### src/rtl/piso_shift_reg.sv
// Parallel-in/serial-out shift register with valid/ready on both sides.
// A word captured on the load port is streamed one bit per accepted serial
// beat. A new word may be loaded on the same edge as the last bit so that
// consecutive words stream with no bubble.
//
// state | meaning
// ------+---------------------------------------------------------
// IDLE  | no word held; ser_valid=0, load_ready=1
// SHIFT | word held; ser_valid=1, ser_out presents the current bit
module piso_shift_reg #(
    parameter int WIDTH     = 8,
    parameter bit MSB_FIRST = 1'b1,
    localparam int CW       = $clog2(WIDTH + 1)
) (
    input  logic             clk,
    input  logic             rst,
    input  logic             load_valid,
    output logic             load_ready,
    input  logic [WIDTH-1:0] load_data,
    output logic             ser_valid,
    input  logic             ser_ready,
    output logic             ser_out,
    output logic             ser_last,
    output logic             busy,
    output logic [CW-1:0]    bits_left
);

    typedef enum logic {
        IDLE  = 1'b0,
        SHIFT = 1'b1
    } state_t;

    state_t           state_q, state_d;
    logic [WIDTH-1:0] shreg_q, shreg_d;
    logic [CW-1:0]    bits_left_q, bits_left_d;

    logic load_acc;
    logic bit_acc;

    // Handshake outputs are combinational from the registered state.
    always_comb begin
        ser_valid  = (state_q == SHIFT);
        busy       = (state_q == SHIFT);
        bits_left  = bits_left_q;
        ser_last   = ser_valid && (bits_left_q == CW'(1));
        load_ready = (state_q == IDLE) || (ser_last && ser_ready);
        ser_out    = MSB_FIRST ? shreg_q[WIDTH-1] : shreg_q[0];
        load_acc   = load_valid && load_ready;
        bit_acc    = ser_valid && ser_ready;
    end

    // Next state: a load always wins over the shift of the final bit, which
    // is what makes back-to-back words seamless.
    always_comb begin
        state_d     = state_q;
        shreg_d     = shreg_q;
        bits_left_d = bits_left_q;
        if (load_acc) begin
            shreg_d     = load_data;
            bits_left_d = CW'(WIDTH);
            state_d     = SHIFT;
        end else if (bit_acc) begin
            if (MSB_FIRST) begin
                shreg_d = {shreg_q[WIDTH-2:0], 1'b0};
            end else begin
                shreg_d = {1'b0, shreg_q[WIDTH-1:1]};
            end
            if (bits_left_q != '0) begin
                bits_left_d = bits_left_q - CW'(1);
            end
            if (bits_left_q <= CW'(1)) begin
                state_d = IDLE;
            end
        end
    end

    // State registers with synchronous reset; reset discards any partial word.
    always_ff @(posedge clk) begin
        if (rst) begin
            state_q     <= IDLE;
            shreg_q     <= '0;
            bits_left_q <= '0;
        end else begin
            state_q     <= state_d;
            shreg_q     <= shreg_d;
            bits_left_q <= bits_left_d;
        end
    end

endmodule

### config.mk
export PLATFORM = sky130hd
export DESIGN_NAME = piso_shift_reg
export DESIGN_NICKNAME = d
export VERILOG_FILES = /design/src/rtl/piso_shift_reg.sv
export SDC_FILE = /design/constraint.sdc
export NUM_CORES = 1
export LEC_CHECK = 0
export BUFFER_PORTS_ARGS = -buffer_cell sky130_fd_sc_hd__buf_2
export CAP_MARGIN = 20
export CORE_MARGIN = 2
export CORE_UTILIZATION = 45
export CTS_CLUSTER_SIZE = 8
export DETAILED_ROUTE_END_ITERATION = 8
export HOLD_SLACK_MARGIN = 0.03
export PLACE_DENSITY_LB_ADDON = 0.3
export SLEW_MARGIN = 20
export SYNTH_ARGS = -nofsm -noshare
export SYNTH_HDL_FRONTEND = slang
export SYNTH_SLANG_ARGS = --single-unit
### constraint.sdc
create_clock -name clk -period 2.6 [get_ports clk]
set_input_delay 0 -clock clk [delete_from_list [all_inputs] [get_ports clk]]
set_output_delay 0 -clock clk [all_outputs]
set_load 0.02 [all_outputs]
==> run metrics <==
status finished, final reports clean; Max Transition Viols Final 0; first-pass GRT wire length 3500 µm; CTS max path bufs 2; Max Clock Freq 549 MHz; mux cell area share after synthesis 8.72%; CTS hold repair buffers 1; worst vdd ir 0.246 mV; delay-heaviest family, CP simple AND/OR/NAND/NOR gates; Req. time, crit path 2.77 ns; Adder-Cell Fraction of Synth Area 4.03%; # nets final 138; Seq cells post-synth 13; PortBufs 20; Post-synth top cells nand2b_1, dfxtp_1, mux2i_1, nor2_1; dpl hpwl 1440 µm; initial antenna violation count 0; Worst-Margin Slew 0.582 ns; post-route antenna net violation count 0; total power 488 µW; Post-CTS Setup Repair Bufs 0; Slew HR 61.2%; Synth Area in XOR/XNOR 0.940%; startpoint types flip-flop; GR Overflow Total 0; peak fanout along the critical path 10; top_reg_cell synth dfxtp_1; Yosys cell types 37; CP Capture Type flip-flop; CTS clk-pin slew, worst paths 0.08 ns; largest stage delay on the critical path 0.51 ns; post-route cell area 1060 µm²; Top Ports 21; Via Count 836; drt total wl 2050 µm; EDFF count, synth 0; # rows 16; CTS sink count 13; RSZ-0062 raised after global routing false; Crit Path Class reg -> reg; die area 2450 µm²; Inserted Clock Buffers 3; top cells by area, synth dfxtp_1, nand2b_1, a2111oi_2, mux2i_1, ha_1; power per cell area 461 nW/µm²; largest net degree at the start of global routing 26; drt drc 0; Period minus WS final 1.82 ns; total track usage 18.6%; Synth Instances 104; Hold Fails Final Rpt 0; Worst-Skew Late Latency 0.28 ns; layout cells sized above 1 26.2%; core outline area 1960 µm²; asr flop ratio synth 0%; Yosys warnings 0; post-cts sizing count 0; root buf cell clkbuf_4; DRT Pass-1 Iters 4; Worst path slowest cell and4bb_1; Worst Skew 0.00639 ns; H-tree Lvls 1; worst path cell trace inv_1 > ha_1 > and4bb_1 > mux2i_1 > a2111oi_2; WP data arrival 1.99 ns; fin crit share 70.0%; Post-Syn Area 932 µm²; sequential area share after synthesis 27.9%; GPL Wtd Cong 0.812; final setup violation count 0; Die X 49.5 µm; vias in the first global route 777; Area Growth Syn to Fin 13.4%; MaxCap Viol Count 0; DP Area 1020 µm²; LEAKAGE 0.402 nW; worst path bufs/invs 1; syn_area_per_cell 8.96 µm²; top-count cell post-synth nand2b_1; setup tns final 0 ns; Initial Utilization 47.5%; drt initial violations 9; largest family of logic cells by synthesized area compound AO/OA/AOI/OAI gates; CTS tree done; leading area contributor after synthesis dfxtp_1; WL/cell 13.8 µm; HP Class in -> reg; area share of and/or/nand/nor cells after synthesis 23.2%; post-DR vias/cell 5.61; top-area cell type share of the netlist area 27.9%; Die Ht 49.5 µm; syn nets 119; Diodes inserted 0; post-synthesis compound-gate area fraction 27.9%
-- worst register-to-register path, cell delays in order (launching register included) --
cell and delay [ns]:
dfxtp_1 0.34, inv_1 0.10, ha_1 0.22, and4bb_1 0.51
mux2i_1 0.17, a2111oi_2 0.38
-- power by group --
part	internal [mW]	switching, mW
combinational	0.0571	0.0750
clock	0.0595	0.0683
sequential	0.215	0.0128
-- sequential cells by signal, summed over array words and instances, names as in the netlist --
signal	count
bits_left	4
shreg_q	8
busy	1
-- cell type report --
cell class / count / area (µm²)
flip-flops and latches: 13 / 260
inverters: 4 / 15.0
repair buffers: 22 / 118
clock buffers: 4 / 26.3
multi-input cells: 79 / 604
fillers: 214 / 905
well taps: 27 / 33.8
-- through the flow --
stage	worst slack, ns	util (%)	hold WS [ns]	instances
2_1_floorplan	0.927	-	0.0689	104
3_3_place_gp	0.854	52.0	0.267	144
3_5_place_dp	0.796	52.0	0.272	144
4_1_cts	0.774	53.9	0.104	149
5_1_grt	0.624	53.9	0.120	149
6_report	0.779	53.9	0.104	149
-- kinds of logic (layout without fill, tap and decap cells) --
| logic type | Yosys count | count (layout) |
|---|---|---|
| buffers and inverters | 12 | 30 |
| and+or+nand+nor | 37 | 37 |
| xor gates and xnor gates | 1 | 1 |
| DFF | 13 | 13 |
| muxes | 8 | 8 |
| adders and majority gates | 3 | 3 |
| AOI/OAI and AO/OA | 30 | 30 |
-- path summary, 6_finish.rpt --
check                                   from    endpoint  slack (ns)  cells after the start
worst max-delay path            bits_left[1]  shreg_q[6]        0.78                      5
worst max register to register  bits_left[1]  shreg_q[6]        0.78                      5
worst min register to register    shreg_q[0]  shreg_q[0]        0.48                      2
worst min-delay path                     rst        busy        0.10                      2
-- routing by layer --
metal,share of wire (%),track usage [%],vias up
met2,46,27.7,20
met4,1.5,8.33,0
li1,-,-,423
met1,48,25.8,389
met3,4.0,3.64,4
met5,0,0,-
-- cell usage in the layout (no fill, tap or decap), drive strengths merged, types with 2 or more instances in the layout --
| master | n |
|---|---|
| nor3 | 2 |
| a2111oi | 7 |
| and3 | 2 |
| a21oi | 3 |
| inv | 4 |
| o21ai | 2 |
| o22ai | 6 |
| buf | 21 |
| mux2i | 7 |
| a21boi | 2 |
| nand2b | 15 |
| dfxtp | 13 |
| a211oi | 2 |
| ha | 3 |
| clkbuf | 4 |
| nand2 | 3 |
| nand3 | 2 |
| nor2 | 7 |
(Power assumes the default switching activity.)
